===== config.mk =====
export PLATFORM = sky130hd
export DESIGN_NAME = gemm_result_drain
export DESIGN_NICKNAME = d
export VERILOG_FILES = /design/src/rtl/gemm_result_drain.sv
export SDC_FILE = /design/constraint.sdc
export NUM_CORES = 1
export LEC_CHECK = 0
export CORE_ASPECT_RATIO = 1.25
export CORE_MARGIN = 2
export CORE_UTILIZATION = 25
export CTS_CLUSTER_DIAMETER = 80
export DETAILED_ROUTE_END_ITERATION = 8
export SYNTH_ARGS = -nofsm -noshare
export SYNTH_HDL_FRONTEND = slang
export SYNTH_SLANG_ARGS = --single-unit

===== constraint.sdc =====
create_clock -name clock -period 4.7 [get_ports clock]
set_clock_uncertainty 0.05 [all_clocks]
set_input_delay 0.705 -clock clock [delete_from_list [all_inputs] [get_ports clock]]
set_output_delay 0.705 -clock clock [all_outputs]
set_load 0.05 [all_outputs]

===== src/rtl/gemm_result_drain.sv =====
// Result drain for the 1-D systolic GEMM array: requests a readout, captures
// C_DIM*C_DIM result beats into a FIFO and streams them out with a last flag.
module gemm_result_drain #(
  parameter int C_DATA_WIDTH = 32,
  parameter int C_DIM        = 4,
  parameter int C_FIFO_DEPTH = 32
) (
  input  logic                               clock,
  input  logic                               i_reset_n,
  input  logic                               i_enable,
  output logic                               o_rd_output,
  input  logic [C_DATA_WIDTH-1:0]            i_res_data,
  input  logic                               i_res_valid,
  output logic [C_DATA_WIDTH-1:0]            o_tdata,
  output logic                               o_tvalid,
  output logic                               o_tlast,
  input  logic                               i_tready,
  output logic [$clog2(C_DIM*C_DIM)-1:0]     o_beat_idx,
  output logic                               o_error
);
  localparam int NBEATS = C_DIM * C_DIM;
  localparam int BW     = $clog2(NBEATS);
  localparam int AW     = $clog2(C_FIFO_DEPTH);
  localparam int CW     = AW + 1;
  localparam logic [BW-1:0] LAST_IDX    = BW'(NBEATS - 1);
  localparam logic [CW-1:0] DEPTH_C     = CW'(C_FIFO_DEPTH);
  localparam logic [CW-1:0] SPACE_LIMIT = CW'(C_FIFO_DEPTH - NBEATS);

  typedef enum logic [1:0] {IDLE, REQ, COLLECT} state_t;

  // Stream handshake: a beat transfers on any rising edge where o_tvalid and
  // i_tready are both 1; o_tdata/o_tlast hold while o_tvalid & !i_tready.

  state_t                state_q, state_d;
  logic [BW-1:0]         beat_q, beat_d;
  logic [AW-1:0]         wr_ptr_q, wr_ptr_d;
  logic [AW-1:0]         rd_ptr_q, rd_ptr_d;
  logic [CW-1:0]         count_q, count_d;
  logic                  error_q, error_d;
  logic                  rd_output_q, rd_output_d;
  logic [C_DATA_WIDTH:0] mem_q [C_FIFO_DEPTH];

  logic          empty, full, pop, push, drop, collecting, last_beat;
  logic [CW-1:0] count_after_pop;

  always_comb begin
    empty           = (count_q == '0);
    full            = (count_q == DEPTH_C);
    pop             = !empty && i_tready;
    collecting      = (state_q == REQ) || (state_q == COLLECT);
    // A pop in the same cycle frees the slot, so a push at full still lands.
    push            = collecting && i_res_valid && (!full || pop);
    drop            = i_res_valid && !push;
    last_beat       = (beat_q == LAST_IDX);
    count_after_pop = count_q - CW'(pop);

    state_d  = state_q;
    beat_d   = beat_q;
    wr_ptr_d = wr_ptr_q;
    rd_ptr_d = rd_ptr_q;
    count_d  = count_q + CW'(push) - CW'(pop);
    error_d  = error_q || drop;

    case (state_q)
      IDLE:    if (i_enable && (count_after_pop <= SPACE_LIMIT)) state_d = REQ;
      REQ:     if (push) state_d = last_beat ? IDLE : COLLECT;
      COLLECT: if (push && last_beat) state_d = IDLE;
      default: state_d = IDLE;
    endcase

    if (push) begin
      beat_d   = last_beat ? '0 : beat_q + BW'(1);
      wr_ptr_d = wr_ptr_q + AW'(1);
    end
    if (pop) rd_ptr_d = rd_ptr_q + AW'(1);

    rd_output_d = (state_d == REQ);
  end

  always_ff @(posedge clock or negedge i_reset_n) begin
    if (!i_reset_n) begin
      state_q     <= IDLE;
      beat_q      <= '0;
      wr_ptr_q    <= '0;
      rd_ptr_q    <= '0;
      count_q     <= '0;
      error_q     <= 1'b0;
      rd_output_q <= 1'b0;
    end else begin
      state_q     <= state_d;
      beat_q      <= beat_d;
      wr_ptr_q    <= wr_ptr_d;
      rd_ptr_q    <= rd_ptr_d;
      count_q     <= count_d;
      error_q     <= error_d;
      rd_output_q <= rd_output_d;
    end
  end

  // Storage needs no reset: the head is masked to zero whenever count is 0.
  always_ff @(posedge clock) begin
    if (push) mem_q[wr_ptr_q] <= {last_beat, i_res_data};
  end

  always_comb begin
    o_tvalid    = !empty;
    o_tdata     = empty ? '0 : mem_q[rd_ptr_q][C_DATA_WIDTH-1:0];
    o_tlast     = empty ? 1'b0 : mem_q[rd_ptr_q][C_DATA_WIDTH];
    o_rd_output = rd_output_q;
    o_beat_idx  = beat_q;
    o_error     = error_q;
  end

endmodule


Word-level counts from Yosys, hierarchy flattened

Memory sizes are Yosys's and may differ from the RTL's.
Cells that the tools add are included.
Widths: inputs -> output; s select.

Register bits after elaboration: 24
Output and inout bits: 40
Memory bits (read-only): 0
Memories: 1
Input bits: 37
Latch bits: 0
Bits in writable memories: 1056
Logic and storage cells: 44

Memories:

| name  | words | width | rd ports | clocked after Yosys merged registers in | wr ports | line | text |
|---|---|---|---|---|---|---|---|
| mem_q | 32    | 33    | 1        | 0                                       | 1        | 41   | `logic [C_DATA_WIDTH:0] mem_q [C_FIFO_DEPTH];` |

Bitwise logic cells: 0
Multipliers: 0
Shift-type cells: 0
Reductions and logical operators: 14
Divide/modulo/power cells: 0
Order comparisons: 1
Equal/unequal tests: 5
$add $sub $neg: 6
Muxes and demuxes: 10

Operators by type and width:

| kind                | number |
|---|---|
| $mux 32             | 1 |
| $sub 6x1->6         | 2 |
| $add 5x1->5 const B | 2 |
| $mux 2              | 4 |
| $add 6x1->6         | 1 |
| $eq 6x6->1 const B  | 1 |
| $le 6x5->1 const B  | 1 |
| $logic_and 1x1->1   | 6 |
| $logic_not 6->1     | 1 |
| $pmux 2 s3          | 1 |
| $add 4x1->4 const B | 1 |
| $eq 2x1->1 const B  | 2 |
| $eq 4x4->1 const B  | 1 |
| $mux 4              | 1 |
| $logic_not 1->1     | 3 |
| $logic_or 1x1->1    | 3 |
| $mux 1              | 3 |
| $eq 2x2->1 const B  | 1 |
| $logic_not 2->1     | 1 |

Longest topological paths before layout

Depth after elaboration: 9
Mapped depth: 14
Mapped depth without buffers: 13

Worst setup path before layout

OpenSTA, ideal clock, no wires.

Kind: register -> register
Start point: reg count_q[2]
End point: mem mem_q[30][0] (netlist name), enable pin
Stages on the path, launching flop included: 8
Arrival time: 3.098 ns
Setup time: 0.423 ns
Clock period less this slack: 3.572 ns
Required time: 4.227 ns
Path buffers: 1
Path slack: 1.128 ns
Cell sequence: dfrtp_1 > inv_1 > ha_1 > nor3b_1 > a31oi_1 > buf_2 > nand2_1 > nor2_1

Word-level cells in the longest chain between the ends: 7
Elaborated cells between the ends (all ways): 9
Those cells by class: 1 x eq/ne; 2 x mux; 6 x reduce/logical

RTL lines:

| what                             | line | text |
|---|---|---|
| start, declared                  | 38   | `logic [CW-1:0] count_q, count_d;` |
| start signal, assigned           | 94   | `count_q <= count_d;` |
| $logic_not 6->1                  | 47   | `empty = (count_q == '0);` |
| $logic_not 1->1                  | 49   | `pop = !empty && i_tready;` |
| $logic_and 1x1->1                | 49   |  |
| $logic_or 1x1->1 (*)             | 52   | `push = collecting && i_res_valid && (!full \|\| pop);` |
| $logic_and 1x1->1 (*)            | 52   |  |
| $mux 1 (*)                       | 102  | `if (push) mem_q[wr_ptr_q] <= {last_beat, i_res_data};` |
| $mux 1 (implied by the code) (*) | 102  |  |
| end, declared                    | 41   |  |

Every way passes the cells marked *; elsewhere a longest branch is shown, timed or not.

Final worst setup path

Start point: reg rd_ptr_q[1]
End point: out o_tdata[21]

Word-level cells in the longest chain between the ends: 2

RTL lines:

| what                   | line | text |
|---|---|---|
| start, declared        | 37   | `logic [AW-1:0] rd_ptr_q, rd_ptr_d;` |
| start signal, assigned | 93   | `rd_ptr_q <= rd_ptr_d;` |
| $mem_v2 32x33          | --   |  |
| $mux 32                | 107  | `o_tdata = empty ? '0 : mem_q[rd_ptr_q][C_DATA_WIDTH-1:0];` |
| end, declared          | 14   | `output logic [C_DATA_WIDTH-1:0] o_tdata,` |

No other way between the ends.

==> results.md <==
* Outcome: finished clean
* Gp weighted congestion at about 0.75
* Final wirelength at 105000 um
* Root Driver: clkbuf_16
* Count of cell types in the netlist at 45
* Initial DRT Pass Iterations at 5
* Worst-Margin Slew at about 1.3 ns
* Share of layout cells above drive strength 1 at 0.233
* Area of the core at 166000 sq um
* Finished Core Util at 0.300
* Die Area at 170000 sq um
* Final hold viol count at 0
* Power per cell area at 605 nW/um^2
* PostCTS Resize Cnt at 0
* Worst VDD drop at ~760 uV
* Synth-to-layout area growth at 19.0%
* Total gr overflow at 0
* Antenna Violating Nets Remaining at 0
* CTS tree: yes
* Final worst-path cycle share at 0.937
* TNS Setup at 0 ns
* CP Class: reg2out
* Syn avg cell area at approximately 21 sq um
* Critical Path Fanout Max at around 140
* Avg WL per Cell at 23.8 um
* Tmin final at 4.40 ns
* Crit. End Element: output pin
* Number of global-route vias before repair at 20900
* Syn nets at 2020
* Critical path startpoint category: register
* Worst skew pair latency at 0.72 ns
* # hold bufs at CTS at 0
* H-tree Lvls at 3
* Final setup viols at 0
* HP Class: reg2reg
* Final Slew Violations at 0
* CTS Sinks at 1080
* Area contributors post-synth: edfxtp_1, mux4_2, mux2i_1
* CP Data Required Time at 3.94 ns
* HPWL after DPL at between 60000 and 70000 um
* P_leak at 15.6 nW
* Count of port buffers added during placement at 76
* Arr. time, crit path at 3.65 ns
* # DRC at 0
* Finished Cell Area at 49600 sq um
* Setup bufs post-CTS at 0
* Post-Synthesis Cells at between 1500 and 2000
* Largest net degree at the start of global routing at 137
* Mapped cell area at 41700 sq um
* Async set-reset flop share out of synthesis at 0.0222
* # rows at roughly 170
* Vias per Instance at 4.61
* First-pass GRT wire length at 150000 um
* Most frequent cells in the layout: edfxtp_1, mux4_2, mux2i_1
* Post-synth top area share at 0.760
* Starting Density at 0.252
* GRT Total Usage at 0.122
* DRT iter0 DRCs at 2235
* Synth Register Bits at between 1000 and 1500
* # nets final at around 2200
* Number of synthesized flops with an enable pin at roughly 1100
* Post-synthesis sequential area ratio at 0.774
* Die H at 461 um
* CTS Buffer Depth at 3
* Most common cell after layout, fill and taps aside: edfxtp_1
* RSZ-0062 raised after global routing: no
* Synth warn at 0
* Die width at 369 um
* Max Cap Viol at 0
* Placed Instance Area at ~46000 sq um
* Min Hold Slack at about 0.41 ns
* Total power at 30.0 mW
* Relative slew slack at 0.133
* Dominant cell type by area after synthesis: edfxtp_1
* Clock-pin slew on the worst setup and hold paths at 0.06 ns
* Post-synth top flop: edfxtp_1
* Ports at 77
* DR vias at 20200
* Initial antenna violation count at 5
* FMAX at 227 MHz
* Num CTS Buffers at 108
## final cells by class
class,count,area (sq um)
clock buffers,125,2790
inverters,19,71.3
fillers,15800,116000
diodes,1,2.50
multi-input cells,745,8910
well taps,2197,2750
flip-flops and latches,1080,32300
clock inverters,74,744
repair buffers,150,2050
## Yosys cell counts, drive strengths merged, types with 3 or more instances
library cell / number
inv: 19
xnor2: 11
xor2: 3
nand3b: 3
o22ai: 33
clkbuf: 61
o21bai: 3
buf: 52
a21oi: 63
nand2b: 4
mux2i: 132
o21ai: 30
nor2: 37
nand4: 3
nand3: 4
a22o: 34
edfxtp: 1056
a22oi: 33
dfrtp: 24
a211o: 34
a211oi: 13
nand2: 30
mux4: 198
o221ai: 33
ha: 25
## metal layers
| layer | wire length, um | vias to the layer above | track usage |
|---|---|---|---|
| met5 | 48 | - | 0 |
| met4 | 2320 | 8 | 0.0333 |
| met3 | 8010 | 173 | 0.0306 |
| met2 | 51000 | 771 | 0.200 |
| met1 | 43200 | 10800 | 0.159 |
| li1 | - | 8534 | - |
## report_power, final
group | switching, mW | internal (mW)
registers | 0.352 | 10.9
logic | 5.87 | 4.34
clock network | 3.70 | 4.87
## kinds of logic after synthesis
group / synth area share
buffers and inverters: 0.0187
xor gates and xnor gates: 0.00294
AOI/OAI and AO/OA: 0.0474
DFF: 0.774
muxes: 0.139
and+or+nand+nor: 0.00954
adders and majority gates: 0.00798
## path summary, 6_finish.rpt
check | start | endpoint | slack, ns | depth (start not counted)
worst max-delay path | rd_ptr_q[1] | o_tdata[21] | 0.30 | 6
worst min-delay path | o_error | o_error | 0.41 | 1
worst max register to register | count_q[3] | mem_q[3][17] | 1.24 | 8
worst min register to register | o_error | o_error | 0.41 | 1
max in group asynchronous | i_reset_n | rd_ptr_q[4] | 3.48 | 2
min in group asynchronous | i_reset_n | wr_ptr_q[0] | 0.45 | 1
## through the flow
step	cells	setup slack, ns
6_report	4391	0.298
5_1_grt	4390	0.128
4_1_cts	4390	0.270
3_5_place_dp	4191	0.882
3_3_place_gp	4191	0.810
2_1_floorplan	1957	1.13
## critical path, stage by stage, from the launching register on
cell and delay (ns):
dfrtp_4 0.53, buf_12 0.51, mux4_2 0.42, a211o_1 0.30
o21ai_1 0.38, a21oi_1 0.24, buf_12 0.22
## state kept, by name (all words and copies together), names as in the netlist
register / count
mem_q: 1056
state_q: 2
o_beat_idx: 4
o_error: 1
rd_ptr_q: 5
wr_ptr_q: 5
o_rd_output: 1
count_q: 6
No activity file was read; power rests on OpenSTA's default activity.
==> edit (same settings) <==
One comparison of `count_q` changes from == to >=.
--- a/src/rtl/gemm_result_drain.sv
+++ b/src/rtl/gemm_result_drain.sv
@@ -45,7 +45,7 @@
 
   always_comb begin
     empty           = (count_q == '0);
-    full            = (count_q == DEPTH_C);
+    full            = (count_q >= DEPTH_C);
     pop             = !empty && i_tready;
     collecting      = (state_q == REQ) || (state_q == COLLECT);
     // A pop in the same cycle frees the slot, so a push at full still lands.
Function: no difference found for any inputs over 4 cycles, from zero or initial values and one cycle with i_reset_n low; that may be too few to reach the edited logic, so the function may still have changed.
==> edit against the original RTL <==
  * Synthesized area up 0.91%
  * Combinational power down 5%
  * Design area up 0.29%
  * Wire length down 0.60%
  * Sequential share of layout area down 0.18 points
  * Worst hold slack worse by 0.057 ns
  * Total power down 2.7%
  * Sequential cell count unchanged
  * Largest cell class unchanged
  * Setup slack worse by 0.22 ns
  * Via count down 1.8%
  * Global-route usage down 0.24 points
==> edit: results (changes against the original RTL) <==
gr usage total 11.9% (-0.24 points); Leak Pwr 0.0154 uW (-1.1%); WL/cell 23.8 um (about the same); Worst Hold Slack 0.355 ns (-0.0571 ns); Distinct cells, synth 44 (-2.2%); Slew @ Worst Pin 1.19 ns (-0.110 ns); run status complete, no violations; Largest regs mem_q: 1056 flops, count_q: 6 flops; Slowest Stage Delay on Critical Path 0.92 ns (+0.39 ns); Seq/Total Area, Yosys 76.7% (-0.70 points); CP Launch Point rd_ptr_q[0]$_DFFE_PN0P_; P_sw 9380 uW (-5.4%); Mapped Nets 1967 (-2.6%); Starting DRT DRC Count 1880 (-16%); pin count of the biggest net entering global routing 79 (-42%); GP Congestion 0.732 (-2.4%); initial antenna violation count 17 (+12); Final WS setup 0.0803 ns (-0.217 ns); Detail Placement HPWL 58300 um (-3.2%); r2r endpoint mem_q[15][30]$_DFFE_PP_; list of most frequent post-synthesis cells edfxtp_1 (1056), mux4_2 (265), nor2_1 (80), mux2i_1 (67), mux2_2 (66); worst flop-to-flop path startpoint state_q[1]$_DFF_PN0_; Comb power frac 33.1% (-0.9 points); Setup WS pre-CTS 0.688 ns (-0.194 ns); Critical path destination o_tdata[21]; ranking of synthesized cells by area edfxtp_1 (75%), mux4_2 (14%), mux2_2 (1.8%), mux2i_1 (1.6%), dfrtp_1 (1.4%); r2r setup slk 1.56 ns (+0.32 ns); critical path's top delay family buffers and inverters; fillers 16039 (+1.2%); first-pass GRT wire length 148000 um (-1.2%); Nets 2138 (-1.3%); routed vias/inst 4.55 (-1.3%); ratio of cells with drive above 1 in the final layout 28.6% (+5.4 points); net switching fraction of the power 32.1% (-0.91 points); top cell type's share of synthesized area 75.3% (-0.69 points); Crit Path Max Fanout 16 (-88%); DR vias 19893 (-1.8%); Arr. time, crit path 3.86 ns (+0.21 ns); FFs w/ async S/R, synth 2.22% (unchanged); dpl cell area 46400 sq um (+0.66%)
-- edit: cell types whose count changed after synthesis, moves of 22 or more --
cell	unedited run	this run
mux2i_1	132	67
mux2_2	2	66
buf_2	12	36
a22oi_1	33	0
o221ai_1	33	0
nor2_1	37	80
o21ai_0	9	46
mux4_2	198	265
a22o_1	34	0
a211o_1	34	0
a21oi_1	63	41
-- edit: cell families (layout without fill, tap and decap cells) --
kind of cell	count (synthesis)	count (layout)	synth area share, %
compound gates	146	146	1.92
xor+xnor	14	14	0.291
fa+ha+maj	24	24	0.731
buf+inv	122	374	1.51
flops	1080	1080	76.7
mux	398	398	17.5
other cells	0	1	0
simple gates	122	122	1.28
-- edit: what timing repair did --
action	4_1_cts	5_1_grt
pin swaps	0	0
endpoints found under the setup margin	5	8
resized for setup	5	8
setup buffers	0	0
-- edit: layout make-up --
| cell class | instances | area [sq um] | area share (%) |
|---|---|---|---|
| Sequential cell | 1080 | 32300 | 64.9 |
| Antenna cell | 1 | 2.50 | 0.00503 |
| Multi-Input combinational cell | 704 | 9410 | 18.9 |
| Inverter | 16 | 60.1 | 0.121 |
| Clock inverter | 66 | 757 | 1.52 |
| Timing Repair Buffer | 176 | 1860 | 3.74 |
| Tap cell | 2210 | 2770 | 5.55 |
| Clock buffer | 116 | 2590 | 5.21 |
-- edit: worst reg2reg max path, cell delays in order (launching register included) --
cell	delay (ns)
dfrtp_1	0.44
inv_1	0.09
ha_1	0.33
nand3b_1	0.11
o2bb2ai_1	0.50
nand2_1	0.11
buf_4	0.24
nor2_4	0.63
buf_4	0.33
-- edit: routing by layer --
layer  up-vias  share of wire [%]  global-route usage [%]
met2       683                 50                    19.7
met1     10728                 41                    15.7
met5         -               0.10                       0
li1       8308                  -                       -
met4        18                2.5                    3.88
met3       156                7.1                    2.24
